==> src/rtl/pu_msp430_input_filter.sv <==
// Glitch filter and edge detector placed after the two-flop synchronizer.
// Define PU_MSP430_INPUT_FILTER_EN to build the counting filter; otherwise the input passes through with one cycle of latency.
module pu_msp430_input_filter #(
  parameter int CNT_W = 8
) (
  input  logic             clk,
  input  logic             rst_n,
  input  logic             i_data_in,
  input  logic [CNT_W-1:0] i_filt_len,
  input  logic             i_edge_sel,
  input  logic             i_irq_en,
  input  logic             i_irq_clr,
  output logic             o_data_out,
  output logic             o_rise_pulse,
  output logic             o_fall_pulse,
  output logic             o_irq_flag
);

  logic r_data_out;
  logic r_rise_pulse;
  logic r_fall_pulse;
  logic r_irq_flag;

  logic w_diff;
  logic w_accept;
  logic w_rise;
  logic w_fall;
  logic w_irq_set;

  assign w_diff = i_data_in ^ r_data_out;

`ifdef PU_MSP430_INPUT_FILTER_EN
  typedef enum logic {
    ST_STABLE = 1'b0,
    ST_FILTER = 1'b1
  } state_t;

  state_t           r_state;
  state_t           w_state_next;
  logic [CNT_W-1:0] r_cnt;
  logic [CNT_W-1:0] w_cnt_next;

  always_ff @(posedge clk or negedge rst_n) begin
    if (!rst_n) begin
      r_state <= ST_STABLE;
      r_cnt   <= '0;
    end else begin
      r_state <= w_state_next;
      r_cnt   <= w_cnt_next;
    end
  end

  // The >= compare lets a lowered filter length take effect on the next differing sample.
  always_comb begin
    w_state_next = r_state;
    w_cnt_next   = r_cnt;
    w_accept     = 1'b0;
    case (r_state)
      ST_STABLE: begin
        w_cnt_next = '0;
        if (w_diff) begin
          if (i_filt_len == '0) begin
            w_accept = 1'b1;
          end else begin
            w_state_next = ST_FILTER;
            w_cnt_next   = CNT_W'(1);
          end
        end
      end
      ST_FILTER: begin
        if (!w_diff) begin
          w_state_next = ST_STABLE;
          w_cnt_next   = '0;
        end else if (r_cnt >= i_filt_len) begin
          w_accept     = 1'b1;
          w_state_next = ST_STABLE;
          w_cnt_next   = '0;
        end else begin
          w_cnt_next = r_cnt + CNT_W'(1);
        end
      end
      default: begin
        w_state_next = ST_STABLE;
        w_cnt_next   = '0;
      end
    endcase
  end
`else
  logic w_unused_filt_len;

  assign w_unused_filt_len = ^i_filt_len;
  assign w_accept          = w_diff;
`endif

  // An accepted change always moves data_out to data_in, so the new level picks the pulse.
  assign w_rise    = w_accept & i_data_in;
  assign w_fall    = w_accept & ~i_data_in;
  assign w_irq_set = i_irq_en & ((w_rise & ~i_edge_sel) | (w_fall & i_edge_sel));

  always_ff @(posedge clk or negedge rst_n) begin
    if (!rst_n) begin
      r_data_out   <= 1'b0;
      r_rise_pulse <= 1'b0;
      r_fall_pulse <= 1'b0;
      r_irq_flag   <= 1'b0;
    end else begin
      if (w_accept) begin
        r_data_out <= i_data_in;
      end
      r_rise_pulse <= w_rise;
      r_fall_pulse <= w_fall;
      if (w_irq_set) begin
        r_irq_flag <= 1'b1;
      end else if (i_irq_clr) begin
        r_irq_flag <= 1'b0;
      end
    end
  end

  assign o_data_out   = r_data_out;
  assign o_rise_pulse = r_rise_pulse;
  assign o_fall_pulse = r_fall_pulse;
  assign o_irq_flag   = r_irq_flag;

endmodule

==> config.mk <==
export PLATFORM = sky130hd
export DESIGN_NAME = pu_msp430_input_filter
export DESIGN_NICKNAME = d
export VERILOG_FILES = /design/src/rtl/pu_msp430_input_filter.sv
export SDC_FILE = /design/constraint.sdc
export NUM_CORES = 1
export LEC_CHECK = 0
export BUFFER_PORTS_ARGS = -buffer_cell sky130_fd_sc_hd__buf_2
export CAP_MARGIN = 20
export CELL_PAD_IN_SITES_DETAIL_PLACEMENT = 2
export CELL_PAD_IN_SITES_GLOBAL_PLACEMENT = 2
export CORE_AREA = 2 2 39 41
export CTS_CLUSTER_DIAMETER = 60
export CTS_CLUSTER_SIZE = 40
export DETAILED_ROUTE_END_ITERATION = 16
export DIE_AREA = 0 0 41 43
export PLACE_DENSITY_LB_ADDON = 0.1
export SLEW_MARGIN = 15
export SYNTH_ARGS = -nofsm -noshare
export SYNTH_HDL_FRONTEND = slang
export SYNTH_SLANG_ARGS = --single-unit
==> constraint.sdc <==
create_clock -name clk -period 1.3 [get_ports clk]
set_input_delay 0.13 -clock clk [delete_from_list [all_inputs] [get_ports clk]]
set_output_delay 0.13 -clock clk [all_outputs]
set_load 0.01 [all_outputs]
==> results of run 1 <==
## registers in the layout (all words and copies together) (netlist names)
name / cells
o_rise_pulse: 1
o_irq_flag: 1
o_fall_pulse: 1
o_data_out: 1
## logic make-up (layout without fill, tap and decap cells)
logic type | Yosys count | count (layout) | share of synthesized area [%]
flip-flops | 4 | 4 | 60.6
buffers and inverters | 4 | 17 | 9.09
adder cells (fa/ha/maj) | 2 | 2 | 15.1
AO/OA/AOI/OAI | 2 | 2 | 6.82
multiplexers | 1 | 1 | 6.06
AND/OR/NAND/NOR | 1 | 1 | 2.27
## placed cells by master, fill, tap and decap left out, drive strengths merged
master,Yosys,routed
dlygate4sd3,0,1
buf,0,9
clkbuf,0,3
inv,4,4
ha,2,2
o21ai,1,1
mux2i,1,1
o22ai,1,1
nand2,1,1
dfrtp,4,4
## power by group
group	internal, uW	total [uW]	switching, uW
combinational	64.5	139	74.7
sequential	166	190	24.5
clock	103	148	44.9
## through the flow
step / instances / cell area [um^2] / hold WS (ps) / power (uW)
floorplan: 14 / 165 / -166 / 263
global placement: 39 / 230 / -62.7 / 333
detailed placement: 39 / 230 / -61.9 / 334
CTS: 43 / 263 / 85.8 / 494
global route: 43 / 263 / 98.5 / 528
finish: 43 / 263 / 95.3 / 477
## per-layer routing
| layer | global-route usage, % | up-vias |
|---|---|---|
| li1 | - | 71 |
| met1 | 4.87 | 61 |
| met2 | 7.50 | 6 |
| met3 | 1.57 | 0 |
| met4 | 10.0 | 0 |
| met5 | 0 | - |
## worst max-delay path, cell delays in order, from the launching register on
cell	delay [ps]
dfrtp_1	390
inv_1	60
ha_1	190
mux2i_1	130
o22ai_1	90
## cell type report
| type | count | area share (%) |
|---|---|---|
| multi-input cells | 6 | 19.0 |
| inverters | 4 | 5.71 |
| flip-flops and latches | 4 | 38.1 |
| repair buffers | 10 | 21.0 |
| clock buffers | 3 | 8.57 |
| well taps | 16 | 7.62 |
## Yosys cell counts
cell type and count:
dfrtp_1 4, ha_1 2, inv_1 4, mux2i_1 1
nand2_1 1, o21ai_0 1, o22ai_1 1
## path summary, 6_finish.rpt
| kind | to | start | depth (start not counted) | slack, ps |
|---|---|---|---|---|
| min reg2reg | o_irq_flag | o_irq_flag | 2 | 530 |
| min | o_irq_flag | i_irq_clr | 2 | 100 |
| min in group asynchronous | o_irq_flag | rst_n | 2 | 240 |
| max reg2reg | o_irq_flag | o_data_out | 4 | 320 |
| max | o_irq_flag | o_data_out | 4 | 320 |
| max in group asynchronous | o_fall_pulse | rst_n | 2 | 940 |
==> flow_metrics.tcl, run 1 <==
set metrics [dict create \
    grt_pass1_wl_um 572 \
    post-cts-setup-buffers 0 \
    num_rows 14 \
    cts_sinks 4 \
    die_area_mm2 0.00176 \
    wl_met2_um 176 \
    fin_setup_tns_ps 0 \
    criticalPathCategory "reg -> reg" \
    track_usage_pct 5.74 \
    boundaryPins 18 \
    wl_met3_um 18 \
    setup_viol_count_final 0 \
    synth_cell_type_count 7 \
    worst_slack_ps 323 \
    route.antenna.remaining_nets 0 \
    final_nets 45 \
    cts-root-buf "clkbuf_4" \
    leakage_uw 0.000150 \
    netlist_area_um2 165 \
    finalWeightedCongestion 0.543 \
    slew_viol_final 0 \
    grt_setup_unrepaired "false" \
    max_freq_mhz 1020 \
    portBuffers 9 \
    multi_input_area_um2 50.0 \
    ys_ff_latch 4 \
    crit_fanout 4 \
    startpoint_type "flop" \
    wl_met1_um 151 \
    grt_pass1_vias 163 \
    syn_area_per_cell_um2 11.8 \
    tightest_slew_ps 150 \
    ys_seq_area_share_pct 60.6 \
    ff_latch_area_um2 100 \
    die_w_um 41 \
    max-cap-violations 0 \
    layout-drive-gt1-share_pct 44.4 \
    maxUsedRoutingLayer "met3" \
    num_vias 138 \
    drtPass1Iterations 1 \
    fillers 165 \
    synth_top_cell_area_share_pct 60.6 \
    ir_worst_vdd_uv 389 \
    cp.arrival_ps 1090 \
    coreArea_mm2 0.00138 \
    netlist_top_cells_area "dfrtp_1 61%, ha_1 15%, inv_1 9.1%" \
    synthToLayoutAreaGrowth_pct 59.1 \
    synth_nets 30 \
    drc 0 \
    end_kind "flop" \
    start_util_pct 11.9 \
    hold_viol 0 \
    clk_pin_slew_worst_paths_ps 40 \
    fin_crit_ps 977 \
    timing.final.crit_share_pct 75.2 \
    status "finished, final reports clean" \
    via_per_inst 3.21 \
    ctsHtreeMaxLevel 1 \
    yosys_warnings 0 \
    yosys.area.top_type "dfrtp_1" \
    slew_headroom_pct 89.9 \
    die_h_um 43 \
    skew_ps 2.76 \
    postCtsHoldBufs 1 \
    worstPathRequired_ps 1410 \
    drt-initial-drc-count 0 \
    diodes 0 \
    cts_tree "built" \
    cts_inserted_buffers 3 \
    clkLatencyLatePin_ps 230 \
    cts_resized 0 \
    wl_per_cell_um 8.05 \
    p_per_area_mw_per_mm2 1820 \
    final_core_utilization_pct 19.0 \
    antenna_found_initial 0 \
    finalWirelength_um 346 \
    grt_overflow 0 \
    clk_path_buf_depth 2 \
    post-place-ws_ps 311 \
    hp-class "in -> reg" \
    grt_max_degree 5 \
    netlist_instances 14 \
]
No activity file was read; power rests on OpenSTA's default activity.
==> inputs of run 2 (changes only) <==
- ABC_AREA: default -> 1
- CORE_AREA: 2 2 39 41 -> default
- CORE_UTILIZATION: default -> 12
- DIE_AREA: 0 0 41 43 -> default
- clock period: 1.3 -> 0.81 ns (I/O delays scaled with it)
==> run 2 against run 1 <==
The run now ends with negative setup slack left. Hold slack worse by 8.4 ps. Routed wire length up 23%. Utilization up 3.9 points. Combinational power up 110%.
==> flow_metrics.tcl, run 2 <==
set metrics [dict create \
    grt_pass1_vias 162 \
    netlist_instances 19 \
    grt_pass1_wl_um 565 \
    max_freq_mhz 1070 \
    end_kind "flop" \
    synth_xor_xnor_area_share_pct 0 \
    final_nets 50 \
    cts-root-buf "clkbuf_4" \
    hold_depth 3 \
    grt_max_degree 5 \
    ir_worst_vdd_uv 450 \
    cts_inserted_buffers 3 \
    clk_pin_slew_worst_paths_ps 40 \
    wl_per_cell_um 9.06 \
    intPower_uw 580 \
    most-common-layout-cells "8 x buf_2, 5 x inv_1, 5 x nand2_1" \
    die_area_mm2 0.00163 \
    synth_top_cell_area_share_pct 56.7 \
    pwr-share-seq_pct 37.0 \
    route.antenna.remaining_nets 0 \
    tightest_slew_ps 127 \
    cts_sinks 4 \
    num_vias 159 \
    hp-start "i_irq_en" \
    synthToLayoutAreaGrowth_pct 73.0 \
    boundaryPins 18 \
    timing.final.crit_share_pct 116 \
    worst_slack_ps -126 \
    clkLatencyLatePin_ps 240 \
    yosys_warnings 0 \
    setup_viol_count_final 4 \
    crit_fanout 4 \
    swShare_pct 32.1 \
    die_h_um 40.3 \
    hold_viol 0 \
    fillers 163 \
    via_per_inst 3.38 \
    synth.most_common_cell "inv_1" \
    slew_viol_final 0 \
    synth_cell_type_count 6 \
    portBuffers 9 \
    ys_ff_latch 4 \
    drtPass1Iterations 1 \
    grt_setup_unrepaired "true" \
    synth_top_family_by_area "adder cells" \
    worstPathRequired_ps 930 \
    cts_tree "built" \
    netlist_top_cells_area "dfrtp_1 57%, ha_1 14%, inv_1 13%" \
    synthArstFlopShare_pct 100 \
    clk_path_buf_depth 2 \
    netlist_area_um2 176 \
    p_sw_uw 274 \
    finalWirelength_um 426 \
    synthMuxAreaShare_pct 0 \
    fin_crit_ps 936 \
    r2r_start "o_data_out" \
    synth_common_cells "6 x inv_1, 5 x nand2_1, 4 x dfrtp_1" \
    drt-initial-drc-count 0 \
    synth_nets 35 \
    ctsHtreeMaxLevel 1 \
    worstRegToRegCells 6 \
    fin_setup_tns_ps -302 \
    yosys.area.top_type "dfrtp_1" \
    coreArea_mm2 0.00133 \
    dp.cells 43 \
    track_usage_pct 6.74 \
    r2r_slack_ps -130 \
    min_to "o_irq_flag" \
    syn_area_per_cell_um2 9.29 \
    antenna_found_initial 0 \
    startpoint_type "flop" \
    grt_overflow 0 \
    clkPwrFrac_pct 29.2 \
    synth_flop_cell "dfrtp_1" \
    leakage_uw 0.000166 \
    p_per_area_mw_per_mm2 2800 \
    max-cap-violations 0 \
    drc 0 \
    num_rows 13 \
    cp.arrival_ps 1060 \
    worstReg2RegEnd "o_irq_flag" \
    start_util_pct 13.2 \
    dp_hpwl_um 334 \
    yosys.area_share.simple_pct 13.5 \
    diodes 0 \
    criticalPathCategory "reg -> reg" \
    stdcell_count 47 \
    synth_edf_count 0 \
    finalWeightedCongestion 0.614 \
    synth_adder_area_share_pct 14.2 \
    final_common_cell "buf_2" \
    die_w_um 40.3 \
    skew_ps 3.76 \
    layout-drive-gt1-share_pct 50.0 \
    violations "negative setup slack" \
    pwr-share-comb_pct 33.7 \
    hp-class "in -> reg" \
    synth-compound-area-share_pct 2.84 \
    status "finished with violations" \
    ys_seq_area_share_pct 56.7 \
    slew_headroom_pct 91.5 \
]
-- run 2: cell types whose count changed in the layout (fill, tap and decap cells not counted), sizes merged --
cell / delta
nand2: +4
inv: +2
mux2i: -1
nand3: +1
o22ai: -1
-- run 2: logic make-up after synthesis --
logic type / Yosys count
simple gates: 6
fa+ha+maj: 2
buf+inv: 6
flops: 4
compound gates: 1
-- run 2: how the worst max path moves through the flow --
stage               startpoint         end  slack (ps)  cells after the start
finish              o_data_out  o_irq_flag        -130                      6
global route        o_data_out  o_irq_flag        -200                      6
CTS                 o_data_out  o_irq_flag        -150                      6
detailed placement  o_data_out  o_irq_flag        -150                      6
global placement    o_data_out  o_irq_flag        -130                      6
floorplan           o_data_out  o_data_out        -130                      2
-- run 2: power by group through the flow --
stage | Sequential [uW] | Clock, uW | Combinational [uW]
3_3_place_gp | 301 | 0 | 230
3_5_place_dp | 307 | 0 | 236
2_1_floorplan | 332 | 0 | 95.4
6_report | 316 | 250 | 288
5_1_grt | 327 | 278 | 332
4_1_cts | 304 | 264 | 245
-- run 2: worst max-delay path, stage by stage (launching register included) --
cell	delay [ps]
dfrtp_2	390
inv_1	80
ha_4	160
inv_2	40
nand2_1	40
nand3_1	60
nand2_1	50
-- run 2: repair_timing --
action / in CTS / in global routing
setup buffers: 0 / 0
gates resized for setup: 1 / 5
hold endpoints to repair: 4 / 0
hold buffers: 1 / 0
endpoints found under the setup margin: 4 / 6
-- run 2: metrics by stage --
| step | hold WS (ps) | worst slack, ps | cell area, um^2 | total power, uW | util [%] |
|---|---|---|---|---|---|
| CTS | 84.9 | -151 | 278 | 813 | 20.8 |
| floorplan | -215 | -133 | 181 | 427 | - |
| global placement | -112 | -128 | 245 | 531 | 18.4 |
| finish | 87.0 | -126 | 305 | 854 | 22.9 |
| global route | 88.9 | -197 | 305 | 937 | 22.9 |
| detailed placement | -112 | -147 | 245 | 543 | 18.4 |
-- run 2: cell type report --
class | count | area (um^2) | area share (%)
repair buffers | 10 | 61.3 | 20.1
inverters | 6 | 22.5 | 7.38
clock buffers | 3 | 22.5 | 7.38
well taps | 15 | 18.8 | 6.15
multi-input cells | 9 | 78.8 | 25.8
flip-flops and latches | 4 | 101 | 33.2
-- run 2: metal layers --
layer	vias to the layer above	wire, um	track usage [%]
met5	-	0	0
met4	0	19	15.0
met3	2	25	1.67
met2	8	208	8.73
met1	68	172	5.35
li1	81	-	-
==> inputs of run 3 (changes only) <==
- CORE_MARGIN: default -> 2
- SETUP_SLACK_MARGIN: default -> 0.4
==> run 3 against run 2 <==
The run still ends with negative setup slack left. Flip-flop and latch count did not move. Routed wire length increased by 12%. Sequential share of layout area decreased by 5.1 points. Final cell count up 8.5%. Via count is 10% higher. Utilization is 4.1 points higher. Total power rose by 28%. Sequential power grew 4%. Critical path type is now reg -> out. Critical endpoint is now o_data_out.
==> flow_metrics.tcl, run 3 (same netlist as run 2, synthesis figures left out) <==
set metrics [dict create \
    final_nets 54 \
    slew_headroom_pct 90.8 \
    fin_area_um2 360 \
    gr-usage-met1_pct 5.73 \
    grt_overflow 0 \
    end_kind "output pin" \
    crit_path_cell_trace "buf_6 -> buf_6" \
    worst_slack_ps -179 \
    skew_ps 1.25 \
    violations "negative setup slack" \
    grt_setup_unrepaired "true" \
    coreArea_mm2 0.00133 \
    crit_fanout 4 \
    die_w_um 42.3 \
    r2r_start "o_data_out" \
    crit_cells 2 \
    worstPathRequired_ps 730 \
    track_usage_pct 6.10 \
    final_core_utilization_pct 27.0 \
    synthToLayoutAreaGrowth_pct 104 \
    fin_crit_ps 989 \
    start_util_pct 13.2 \
    setup_viol_count_final 6 \
    wl_per_cell_um 9.39 \
    cp_num_buf_inv 2 \
    placed_area_um2 253 \
    clk_pin_slew_worst_paths_ps 40 \
    layout-drive-gt1-share_pct 72.2 \
    drc 0 \
    post-place-ws_ps -161 \
    final_common_cell "buf_2" \
    via_per_inst 3.43 \
    hold_viol 0 \
    startpoint_type "flop" \
    hold_depth 3 \
    status "finished with violations" \
    worstRegToRegCells 5 \
    hp-start "i_irq_en" \
    max_freq_mhz 1010 \
    grt-busiest-layer "met4" \
    finalWeightedCongestion 0.595 \
    dp_hpwl_um 353 \
    drt-initial-drc-count 2 \
    grt_pass1_vias 196 \
    grt_max_degree 5 \
    fillers 162 \
    worstSetupStartpoint "o_data_out" \
    route.antenna.remaining_nets 0 \
    num_rows 13 \
    use_met2_pct 8.92 \
    cts_tree "built" \
    clkLatencyLatePin_ps 230 \
    multi_input_area_um2 92.6 \
    ctsHtreeMaxLevel 1 \
    cts_inserted_buffers 3 \
    grt_pass1_wl_um 738 \
    cts_sinks 4 \
    slowest_delay_ps 440 \
    cp.arrival_ps 910 \
    critical-path-top-delay-family "flip-flops" \
    diodes 0 \
    fin_setup_tns_ps -494 \
    most-common-layout-cells "8 x buf_2, 4 x buf_6" \
    die_h_um 42.3 \
    crit_top_cell "buf_6" \
    cpMaxStageDelayCell "dfrtp_2" \
    leakage_uw 0.000192 \
    num_vias 175 \
    boundaryPins 18 \
    die_area_mm2 0.00179 \
    drtPass1Iterations 4 \
    p_per_area_mw_per_mm2 3040 \
    hp-class "in -> reg" \
    finalWirelength_um 479 \
    ir_worst_vdd_uv 514 \
    cts-root-buf "clkbuf_4" \
    clk_path_buf_depth 2 \
    tightest_slew_ps 138 \
    grt.met3_usage_pct 0 \
    ff_latch_area_um2 101 \
    slew_viol_final 0 \
    timing.final.crit_share_pct 122 \
    criticalPathCategory "reg -> out" \
    max-cap-violations 0 \
    antenna_found_initial 0 \
    portBuffers 9 \
]
## run 3: changes by cell type in the layout (fill, tap and decap cells not counted), sizes merged
cell / change
buf: +4
## run 3: per-stage QoR
step                      total power [uW]  std cells  hold WS, ps
final                                 1090         51         87.0
after global placement                 564         44         -112
after floorplan                        427         19         -215
after global routing                  1200         51         98.3
after CTS                              914         49         92.1
after detailed placement               579         44         -113
## run 3: where the power goes
part	internal [uW]	switching (uW)
registers	268	61.1
logic	319	205
clock network	165	75.5
total	752	342
## run 3: per-layer routing
metal / up-vias / routed length [um]
met5: - / 0
met4: 0 / 19
met3: 2 / 35
met2: 9 / 231
met1: 76 / 192
li1: 88 / -
## run 3: path summary, 6_finish.rpt
| check | endpoint | slack (ps) |
|---|---|---|
| max in group asynchronous | o_data_out | 500 |
| min in group asynchronous | o_fall_pulse | 180 |
| max reg2reg | o_irq_flag | -130 |
| max | o_data_out | -180 |
| min | o_irq_flag | 90 |
| min reg2reg | o_irq_flag | 480 |
## run 3: worst register-to-register path, cell delays in order, from the launching register on
cell and delay [ps]:
dfrtp_2 440, ha_4 190, inv_2 50, nand2_2 50, nand3_2 60, nand2_1 40
## run 3: final cells by class
class                      instances  share of cell area [%]
timing repair buffer              14                    28.5
sequential                         4                    28.1
multi-input combinational          9                    25.7
clock buffer                       3                    6.25
inverter                           6                    6.25
tap                               15                    5.21
## run 3: timing repair
action / 4_1_cts / 5_1_grt
pin swaps: 0 / 4
resized for setup: 3 / 12
hold buffers: 1 / 0
endpoints found under the hold margin: 4 / 0
setup endpoints to repair: 8 / 8
setup buffers: 1 / 2
